[config.mk]
export PLATFORM = sky130hd
export DESIGN_NAME = paddle_ctrl
export DESIGN_NICKNAME = d
export VERILOG_FILES = /design/src/rtl/paddle_ctrl.sv
export SDC_FILE = /design/constraint.sdc
export NUM_CORES = 1
export LEC_CHECK = 0
export ABC_AREA = 1
export CAP_MARGIN = 20
export CORE_AREA = 8 8 70 97
export CTS_CLUSTER_SIZE = 20
export DETAILED_ROUTE_END_ITERATION = 16
export DIE_AREA = 0 0 78 105
export PLACE_DENSITY = 0.74
export SLEW_MARGIN = 5
export SYNTH_ARGS = -nofsm -noshare
export SYNTH_HDL_FRONTEND = slang
export SYNTH_SLANG_ARGS = --single-unit
[constraint.sdc]
create_clock -name clock -period 3.4 [get_ports clock]
set_input_delay 0.34 -clock clock [delete_from_list [all_inputs] [get_ports clock]]
set_output_delay 0.34 -clock clock [all_outputs]
set_load 0.03 [all_outputs]
[src/rtl/paddle_ctrl.sv]
// Pong match controller: serve/play/point/game-over sequencing, scoring and paddle step commands.
// Latency: up/down and paddle_rst are registered, appearing the cycle after the qualifying tick/event.
// Backpressure: none; frame_tick and score_event are single-cycle pulses consumed as they arrive.
module paddle_ctrl #(
    parameter logic [7:0] HEIGTH       = 8'd40,
    parameter int         MOVE_DIV     = 2,
    parameter int         AI_DEADBAND  = 4,
    parameter int         SERVE_FRAMES = 60,
    parameter int         POINT_FRAMES = 90,
    parameter logic [3:0] WIN_SCORE    = 4'd9
) (
    input  logic       clock,
    input  logic       reset,
    input  logic       frame_tick,
    input  logic       start,
    input  logic [1:0] btn_up,
    input  logic [1:0] btn_down,
    input  logic [1:0] ai_enable,
    input  logic [7:0] ball_x,
    input  logic [7:0] paddle_x0,
    input  logic [7:0] paddle_x1,
    input  logic [1:0] score_event,
    output logic [1:0] up,
    output logic [1:0] down,
    output logic       paddle_rst,
    output logic [2:0] state,
    output logic [3:0] score0,
    output logic [3:0] score1,
    output logic       serve_side
);

    typedef enum logic [2:0] {
        ST_IDLE     = 3'd0,
        ST_SERVE    = 3'd1,
        ST_PLAY     = 3'd2,
        ST_POINT    = 3'd3,
        ST_GAMEOVER = 3'd4
    } state_e;

    // Frame counter must hold the longer of the two frame delays.
    localparam int FC_MAX = (SERVE_FRAMES > POINT_FRAMES) ? SERVE_FRAMES : POINT_FRAMES;
    localparam int FCW    = $clog2(FC_MAX + 1);
    localparam int SCW    = (MOVE_DIV > 1) ? $clog2(MOVE_DIV) : 1;

    localparam logic [FCW-1:0] SERVE_LAST = FCW'(SERVE_FRAMES - 1);
    localparam logic [FCW-1:0] POINT_LAST = FCW'(POINT_FRAMES - 1);
    localparam logic [SCW-1:0] STEP_LAST  = SCW'(MOVE_DIV - 1);

    // AI arithmetic is done in 9 bits so paddle centre plus deadband never wraps.
    localparam logic [8:0] HALF_H = {1'b0, HEIGTH} >> 1;
    localparam logic [8:0] DB     = 9'(AI_DEADBAND);

    state_e         state_q;
    logic [FCW-1:0] frame_cnt_q;
    logic [SCW-1:0] step_cnt_q;
    logic [3:0]     score0_q;
    logic [3:0]     score1_q;
    logic           serve_side_q;
    logic           paddle_rst_q;
    logic [1:0]     up_q;
    logic [1:0]     down_q;

    logic [8:0] ball9;
    logic [8:0] center0;
    logic [8:0] center1;
    logic [1:0] ai_up;
    logic [1:0] ai_dn;
    logic [1:0] hum_up;
    logic [1:0] hum_dn;
    logic       step_tick;
    logic [1:0] up_d;
    logic [1:0] down_d;

    assign ball9   = {1'b0, ball_x};
    assign center0 = {1'b0, paddle_x0} + HALF_H;
    assign center1 = {1'b0, paddle_x1} + HALF_H;

    // Ball above the deadband window -> move up, below it -> move down.
    assign ai_up[0] = ball9 > (center0 + DB);
    assign ai_up[1] = ball9 > (center1 + DB);
    assign ai_dn[0] = (ball9 + DB) < center0;
    assign ai_dn[1] = (ball9 + DB) < center1;

    // Conflicting or absent buttons give no command.
    assign hum_up = btn_up & ~btn_down;
    assign hum_dn = btn_down & ~btn_up;

    assign step_tick = (state_q == ST_PLAY) && frame_tick && (step_cnt_q == STEP_LAST);

    // Select AI or human command per paddle, issued only on a step tick.
    always_comb begin
        up_d   = '0;
        down_d = '0;
        if (step_tick) begin
            up_d   = (ai_enable & ai_up) | (~ai_enable & hum_up);
            down_d = (ai_enable & ai_dn) | (~ai_enable & hum_dn);
        end
    end

    // Match FSM with its counters, scores and registered outputs.
    always_ff @(posedge clock) begin
        if (reset) begin
            state_q      <= ST_IDLE;
            frame_cnt_q  <= '0;
            step_cnt_q   <= '0;
            score0_q     <= '0;
            score1_q     <= '0;
            serve_side_q <= 1'b0;
            paddle_rst_q <= 1'b0;
            up_q         <= '0;
            down_q       <= '0;
        end else begin
            // A step tick in the same cycle as a score still delivers its command.
            up_q         <= up_d;
            down_q       <= down_d;
            paddle_rst_q <= 1'b0;
            case (state_q)
                ST_IDLE, ST_GAMEOVER: begin
                    if (start) begin
                        state_q      <= ST_SERVE;
                        frame_cnt_q  <= '0;
                        score0_q     <= '0;
                        score1_q     <= '0;
                        serve_side_q <= 1'b0;
                        paddle_rst_q <= 1'b1;
                    end
                end
                ST_SERVE: begin
                    if (frame_tick) begin
                        if (frame_cnt_q == SERVE_LAST) begin
                            state_q     <= ST_PLAY;
                            frame_cnt_q <= '0;
                            step_cnt_q  <= '0;
                        end else begin
                            frame_cnt_q <= frame_cnt_q + 1'b1;
                        end
                    end
                end
                ST_PLAY: begin
                    if (frame_tick) begin
                        step_cnt_q <= (step_cnt_q == STEP_LAST) ? '0 : step_cnt_q + 1'b1;
                    end
                    if (score_event == 2'b01) begin
                        if (score0_q < WIN_SCORE) begin
                            score0_q <= score0_q + 4'd1;
                        end
                        serve_side_q <= 1'b1;
                        state_q      <= ST_POINT;
                        frame_cnt_q  <= '0;
                    end else if (score_event == 2'b10) begin
                        if (score1_q < WIN_SCORE) begin
                            score1_q <= score1_q + 4'd1;
                        end
                        serve_side_q <= 1'b0;
                        state_q      <= ST_POINT;
                        frame_cnt_q  <= '0;
                    end
                end
                ST_POINT: begin
                    if ((score0_q == WIN_SCORE) || (score1_q == WIN_SCORE)) begin
                        state_q     <= ST_GAMEOVER;
                        frame_cnt_q <= '0;
                    end else if (frame_tick) begin
                        if (frame_cnt_q == POINT_LAST) begin
                            state_q      <= ST_SERVE;
                            frame_cnt_q  <= '0;
                            paddle_rst_q <= 1'b1;
                        end else begin
                            frame_cnt_q <= frame_cnt_q + 1'b1;
                        end
                    end
                end
                default: begin
                    state_q     <= ST_IDLE;
                    frame_cnt_q <= '0;
                end
            endcase
        end
    end

    assign state      = state_q;
    assign score0     = score0_q;
    assign score1     = score1_q;
    assign serve_side = serve_side_q;
    assign paddle_rst = paddle_rst_q;
    assign up         = up_q;
    assign down       = down_q;

endmodule

After elaboration in Yosys (flattened, before gate mapping)
Index checks and enable logic that the tools add are counted.

Memory bits (writable): 0. Flip-flop bits (word level): 25. Memory bits (read-only): 0. Input bits: 36. Output and inout bits: 17. Latch bits: 0. Memories kept: 0. Logic and storage cells: 112.

$lt $le $gt $ge: 6. Add/sub/neg operators: 9. Multiply operators: 0. Shift operators: 0. Bitwise operators: 12. Mux-type cells: 40. Div/mod/pow operators: 0. Equality and inequality tests: 22. Reduce and logical (&&, ||, !) cells: 14.

Operators with widths (count): $mux W7 (8); $pmux W7 S4 (1); $mux W3 (8); $mux W4 (6); $add A8 B5 Y9 const B (2); $add A9 B3 Y9 const B (2); $gt A8 B9 Y1 (2); $lt A9 B9 Y1 (2); $pmux W4 S2 (2); $and A2 B2 Y2 (6); $pmux W3 S4 (1); $reduce_and A4 Y1 (3); $mux W1 (11); $ne A2 B2 Y1 const B (5); $add A8 B3 Y9 const B (1); $add A4 B1 Y4 const B (2); $eq A4 B4 Y1 const B (2); $lt A4 B4 Y1 const B (2); $ne A2 B1 Y1 const B (4); $add A7 B1 Y7 const B (1); $eq A7 B6 Y1 const B (1); $eq A7 B7 Y1 const B (1); $eq A3 B2 Y1 const B (2); $ne A3 B3 Y1 const B (2); 18 further kinds (26).

Longest topological paths before layout
Gate-level depths: netlist of run 1.

Depth in word-level cells: 5. Mapped depth: 16. Mapped depth without buffers: 16.

Least setup slack after synthesis of run 1
OpenSTA, ideal clock, no wires.

Path type: input to register. Start point: input port paddle_x1[2]. End point: register up_q[1], in the netlist up[1]. Cell stages on the path: 13. Setup slack: 1.343 ns. Arrival time: 1.938 ns. Path buffers: 0. Library setup time: 0.120 ns. Required time: 3.280 ns. Path through: ha_1 nor2_1 nor2_1 nor2_1 inv_1 nor3_1 xor2_1 ha_1 nand3_1 o31ai_1 nor2_1 nand2_1 a21oi_1.

Word-level cells in the longest chain between the ends: 5.

RTL lines: from (decl) (line 21) `input logic [7:0] paddle_x1,`; $add A8 B5 Y9 (line 76) `assign center1 = {1'b0, paddle_x1} + HALF_H;`; $add A9 B3 Y9 (line 80) `assign ai_up[1] = ball9 > (center1 + DB);`; $gt A8 B9 Y1 (line 80); $and A2 B2 Y2 (line 95) `up_d = (ai_enable & ai_up) | (~ai_enable & hum_up);`; $or A2 B2 Y2 (line 95); to (signal assigned) (line 114) `up_q <= up_d;`; to (decl) (line 60) `logic [1:0] up_q;`.

No other way between the ends. A chain may end at the register's enable or synchronous reset.

Final worst setup path of run 1
Start point: input port paddle_x0[2]. End point: register up_q[0], in the netlist up[0].

Word-level cells in the longest chain between the ends: 5.

RTL lines: from (decl) (line 20) `input logic [7:0] paddle_x0,`; $add A8 B5 Y9 (line 75) `assign center0 = {1'b0, paddle_x0} + HALF_H;`; $add A9 B3 Y9 (line 79) `assign ai_up[0] = ball9 > (center0 + DB);`; $gt A8 B9 Y1 (line 79); $and A2 B2 Y2 (line 95); $or A2 B2 Y2 (line 95).

No other way between the ends.

==> metrics, run 1 <==
status=completed; Mean Syn Cell Area=6.62 sq um; vias in the first global route=around 2600; Synth cell types=32; initial antenna violation count=0; R2R depth=8; power consumption=1.28 mW; io pins=53; Setup crit start=paddle_x0[2]; starting density of the core=~48%; sequential area share after synthesis=19.3%; DR pass1 iterations=4; worst hold path type=reg -> reg; hold wc startpoint=serve_side; Synth Area in Adders=20.7%; Gate power share=57.0%; worst hold stages=2; Finished Core Util=between 60% and 70%; skew final=between 0.0015 and 0.002 ns; critical path, cell by cell=clkdlybuf4s50_1, ha_1, nor2_1, nor2_1, nor2_1, inv_1, nor3_1, xor2_1, ha_1, nand4_1, o21ai_0, nor2_1, nand2_1, a21oi_1; Highest Clock Rate=approximately 0.39 GHz; Yosys top cell area share=20.7%; Area after DPL=3200 sq um; routed vias=2614; Synth area leader=ha_1; clk sink count=25; Final HPWL DP=~5300 microns; die area=approximately 8200 sq um; gr usage total=14.9%; syn_nets=471; CP Max Fanout=6; xor and xnor area share after synthesis=4.73%; Sw Ratio=45.7%; global route overflow=0; Synth Instances=~390; worst vdd ir=roughly 0.19 mV; max_slew headroom=74.5%; first-pass GRT wire length=10500 microns; Bufs on Longest Clock Path=2; worst path buffer plus inverter count=2; met2 wire len=3260 microns; 1st-iter DRT viols=134; Design Area, Final=around 3200 sq um; Mapped Area=2590 sq um; period utilization=75.9%; metal3 WL=279 microns; instance count on the critical path=14; WL met1=around 2400 microns; total negative slack=0 ns; DR WL/cell=between 10 and 15 microns; die width=78 microns; CP delay by family, top=simple AND/OR/NAND/NOR gates; cts hold-fix bufs=0; Synth area leaders=ha_1 21%, dfxtp_1 19%, nand2_1 13%; hold_ws=0.471 ns; CP endpoint kind=flip-flop; worst path required time=3.56 ns; synth-to-layout area growth=24.9%; post_cts resized=0; Nets=roughly 530; DR vias/cell=5.08; total wire length=6050 microns; clk_lat worst skew=0.27 ns; NetSw=587 uW; reg2reg start=score1[0]; Num CTS Buffers=3; Max-cap violations=0; Most Frequent Cell on Critical Path=nor2_1; Setup Crit Path Kind=in -> reg; ratio of cells with drive above 1 in the final layout=4.92%; CTS root buf=clkbuf_8; fin crit period=2.58 ns; Post-CTS Setup Inserts=0; H-tree depth reported by CTS=1; Compound-Gate Fraction of Synth Area=a little over a tenth; synthesized flop and latch total=25; clock power share=13.9%; GP Congestion=0.836; leakage=1.51 nW; CTS tree=done; Tightest Pin Transition=0.382 ns; n_diodes=0; Pins Over Slew Limit=0; sequential power share=29.0%; Core ar.=5370 sq um; RSZ-0062 raised after global routing=no; Crit-path slowest cell=clkdlybuf4s50_1; main combinational cell family by area after synthesis=simple AND/OR/NAND/NOR gates; pwr/cell area=396 nW/um^2; Worst setup SP type=primary input; Post-Synth Simple-Gate Area=35.6%; Clk pin slew, worst setup/hold paths=0.09 ns; post-synthesis mux area share=0%; cell row count=32; uppermost layer routed=met4; largest net degree at the start of global routing=14; YS warnings=0; endpoints failing setup=0; Cell Int Power=697 uW; Final Hold Fails=0; Worst path max stage delay=between 0.5 and 0.6 ns; die height=105 microns; WP data arrival=2.75 ns; DR DRC count=0; Port Buffers=52; post-route ant nets=0
-- power by group through the flow --
| stage | clock [mW] | combinational (mW) | sequential, mW |
|---|---|---|---|
| global route | 0.189 | 0.820 | 0.379 |
| finish | 0.179 | 0.732 | 0.373 |
| floorplan | 0 | 0.478 | 0.421 |
| global placement | 0 | 0.715 | 0.379 |
| detailed placement | 0 | 0.732 | 0.380 |
| CTS | 0.184 | 0.736 | 0.373 |
-- tightest hold or removal path, cell delays in order, from the launching register on --
cell	delay (ns)
dfxtp_1	0.32
nand2_1	0.06
a21oi_1	0.05
-- state kept, by name, indices dropped and copies added (netlist names) --
signal and flops:
frame_cnt_q 7, score0 4, score1 4, state 3, down 2, up 2, paddle_rst 1, serve_side 1
step_cnt_q 1
-- stage by stage --
step | setup slack [ns] | cells
finish | 0.818 | 515
global route | 0.476 | 515
CTS | 0.836 | 515
detailed placement | 0.547 | 511
global placement | 0.641 | 511
floorplan | 1.34 | 392
-- Yosys cell counts (all sizes together) --
cell type	number
inv	61
xnor2	8
dfxtp	25
ha	43
and3b	1
nand3	30
nor2	49
o31ai	1
clkbuf	1
nand2	99
o21ai	14
or2	1
nor3	5
clkinv	1
a211oi	4
a31oi	1
nand3b	5
o221a	1
a21oi	28
xor2	6
nand4	7
nor3b	1
-- worst paths after layout --
kind / end / slack (ns)
setup / recovery: up[0] / 0.82
hold / removal: serve_side / 0.47
setup reg to reg: frame_cnt_q[0] / 1.80
hold reg to reg: serve_side / 0.47
-- routing by layer --
layer	vias to the layer above	global-route usage, %
met4	0	5.72
met2	60	29.0
met1	1161	15.0
met3	9	2.57
li1	1384	-
met5	-	0
-- cell families after synthesis --
| family | Yosys count |
|---|---|
| simple gates | 198 |
| buf+inv | 63 |
| flops | 25 |
| fa+ha+maj | 43 |
| compound gates | 49 |
| xor+xnor | 14 |
-- placed cells by master (no fill, tap or decap), drive strengths merged --
master | synthesis | routed
nand2 | 99 | 99
inv | 61 | 61
clkdlybuf4s50 | 0 | 52
nor2 | 49 | 49
ha | 43 | 43
nand3 | 30 | 30
a21oi | 28 | 28
dfxtp | 25 | 25
o21ai | 14 | 14
xnor2 | 8 | 8
nand4 | 7 | 7
xor2 | 6 | 6
nand3b | 5 | 5
nor3 | 5 | 5
a211oi | 4 | 4
clkbuf | 1 | 4
and3b | 1 | 1
clkinv | 1 | 1
a31oi | 1 | 1
o221a | 1 | 1
o31ai | 1 | 1
nor3b | 1 | 1
or2 | 1 | 1
-- cell type report --
cell class                      count  area, sq um
Tap cell                           68         85.1
Sequential cell                    25          500
Timing Repair Buffer               52          520
Inverter                           62          233
Multi-Input combinational cell    304         1860
Fill cell                         511         2120
Clock buffer                        4         45.0
Power figures use the tool's default switching activity.
==> run 2, diff against run 1 <==
--- a/config.mk
+++ b/config.mk
@@ -7,10 +7,10 @@
 export LEC_CHECK = 0
 export ABC_AREA = 1
 export CAP_MARGIN = 20
-export CORE_AREA = 8 8 70 97
+export CORE_AREA = 8 8 72 99
 export CTS_CLUSTER_SIZE = 20
 export DETAILED_ROUTE_END_ITERATION = 16
-export DIE_AREA = 0 0 78 105
+export DIE_AREA = 0 0 80 107
 export PLACE_DENSITY = 0.74
 export SLEW_MARGIN = 5
 export SYNTH_ARGS = -nofsm -noshare
==> constraint.sdc (replaced) <==
create_clock -name clock -period 2.3 [get_ports clock]
set_input_delay 0.23 -clock clock [delete_from_list [all_inputs] [get_ports clock]]
set_output_delay 0.23 -clock clock [all_outputs]
set_load 0.03 [all_outputs]
==> metrics, run 2 (same netlist as run 1, synthesis figures left out) <==
1st-iter DRT viols=123 (was 134); vias in the first global route=2634 (was 2612); synth-to-layout area growth=33.7% (was 24.9%); n_diodes=0 (unchanged); met2 Resource Use GR=28.9% (was 29.0%); gr usage total=15.2% (was 14.9%); routing usage on met1=16.5% (was 15.0%); met3 GRT Util=1.51% (was 2.57%); Worst setup SP type=primary input (unchanged); Design Area, Final=3470 sq um (was 3240 sq um); Area after DPL=3380 sq um (was 3200 sq um); DR DRC count=0 (unchanged); cts hold-fix bufs=0 (unchanged); total wire length=6330 microns (was 6050 microns); initial antenna violation count=0 (unchanged); Crit-path slowest cell=clkdlybuf4s50_1 (unchanged); Pins Over Slew Limit=0 (unchanged); Bufs on Longest Clock Path=2 (unchanged); largest net degree at the start of global routing=14 (unchanged); clk_lat worst skew=0.27 ns (about the same); leakage=1.67 nW (was 1.51 nW); Top Usage Layer GRT=met2 (unchanged); DR WL/cell=11.7 microns (about the same); CP Max Fanout=3 (was 6); CP endpoint kind=flip-flop (unchanged); Highest Clock Rate=~0.50 GHz; io pins=53 (unchanged); endpoints failing setup=0 (unchanged); routed vias=2667 (was 2614); Port Buffers=52 (unchanged); WP data arrival=2.18 ns (was 2.75 ns); CTS tree=done (unchanged); critical path, cell by cell=clkdlybuf4s50_1, inv_1, nand2_1, nand2_1, buf_4, xnor2_2, ha_1, nand2_1, inv_1, nand2_1, nand3_1, nand2_1, nand2_1, nand2_1, nand2_1, nand2_1, a21oi_1 (was clkdlybuf4s50_1, ha_1, nor2_1, nor2_1, nor2_1, inv_1, nor3_1, xor2_1, ha_1, nand4_1, o21ai_0, nor2_1, nand2_1, a21oi_1); clk sink count=25 (unchanged); max_slew headroom=75.9% (was 74.5%); post-route ant nets=0 (unchanged); Post-CTS Setup Inserts=0 (unchanged); status=completed (unchanged); worst vdd ir=0.290 mV (was 0.186 mV); GP Congestion=0.876 (was 0.836); Finished Core Util=60.9% (was 60.4%); hold_ws=0.484 ns (was 0.471 ns); skew final=0.00339 ns (was 0.00167 ns); global route overflow=0 (unchanged); Max-cap violations=0 (unchanged); Final Hold Fails=0 (unchanged); die area=8560 sq um (was 8190 sq um); Final HPWL DP=5460 microns (was 5320 microns); Core ar.=5700 sq um (was 5370 sq um); Final WS setup=0.289 ns (was 0.818 ns); Worst path max stage delay=0.50 ns (was 0.51 ns); RSZ-0062 raised after global routing=no (unchanged); Num CTS Buffers=3 (unchanged); fin crit period=2.01 ns; Setup Crit Path Kind=in -> reg (unchanged); Nets=551 (was 527); Most Frequent Cell on Critical Path=nand2_1 (was nor2_1); DR vias/cell=4.93 (was 5.08); Setup WS pre-CTS=-0.290 ns (was 0.547 ns); cell row count=33 (was 32); max reg flops=7 (unchanged); period utilization=87.4%; DR pass1 iterations=4 (unchanged); most flop-heavy register=frame_cnt_q (unchanged); first-pass GRT wire length=10900 microns (was 10500 microns); commonest non-fill, non-tap cell in the layout=nand2_1 (unchanged); CTS root buf=clkbuf_8 (unchanged); placed insts=537 (was 511); worst path required time=2.47 ns (was 3.56 ns); commonest non-fill, non-tap cells in the layout=93 x nand2_1, 59 x inv_1, 48 x clkdlybuf4s50_1 (was 93 x nand2_1, 59 x inv_1, 52 x clkdlybuf4s50_1); ratio of cells with drive above 1 in the final layout=11.5% (was 4.92%); worst hold path type=reg -> reg (unchanged); post-route insts no fill=541 (was 515); Clk pin slew, worst setup/hold paths=0.09 ns (about the same); die width=80 microns (was 78 microns); Tightest Pin Transition=0.361 ns (was 0.382 ns); pwr/cell area=561 nW/um^2 (was 396 nW/um^2); H-tree depth reported by CTS=1 (unchanged); starting density of the core=45.5% (was 48.3%); die height=107 microns (was 105 microns)
## run 2: metal layers
layer | routed length (microns) | vias to the layer above
li1 | - | 1428
met1 | 2640 | 1176
met2 | 3350 | 58
met3 | 256 | 5
met4 | 76 | 0
met5 | 0 | -
## run 2: power by group
part / internal, mW / switching [mW] / leakage (nW)
clock: 0.124 / 0.141 / 0.0228
combinational: 0.456 / 0.676 / 1.45
sequential: 0.489 / 0.0592 / 0.203
## run 2: worst paths after layout
check / depth (start not counted) / from / slack, ns / end
max: 17 / paddle_x1[4] / 0.29 / up[1]
min: 2 / serve_side / 0.48 / serve_side
max reg2reg: 8 / score1[0] / 0.70 / frame_cnt_q[0]
min reg2reg: 2 / serve_side / 0.48 / serve_side
## run 2: cell type report
class	count	area, sq um
Fill cell	571	2230
Clock buffer	4	45.0
Timing Repair Buffer	76	711
Multi-Input combinational cell	304	1890
Tap cell	70	87.6
Sequential cell	25	500
Inverter	62	233
## run 2: timing repair
item	in CTS	in global routing
gates resized for setup	0	12
endpoints found under the hold margin	0	0
endpoints found under the setup margin	0	4
## run 2: per-stage QoR
step | total power [mW] | setup TNS, ns
after CTS | 1.95 | 0
after global routing | 2.11 | 0
final | 1.94 | 0
after detailed placement | 1.68 | -0.795
after global placement | 1.65 | -0.565
after floorplan | 1.33 | 0
## run 2: critical path: cells and delay by family
kind / cells / cell delay, ns
buffers and inverters: 4 / 0.79
AO/OA/AOI/OAI: 1 / 0.06
adder cells (fa/ha/maj): 1 / 0.29
XOR/XNOR: 1 / 0.13
AND/OR/NAND/NOR: 10 / 0.69
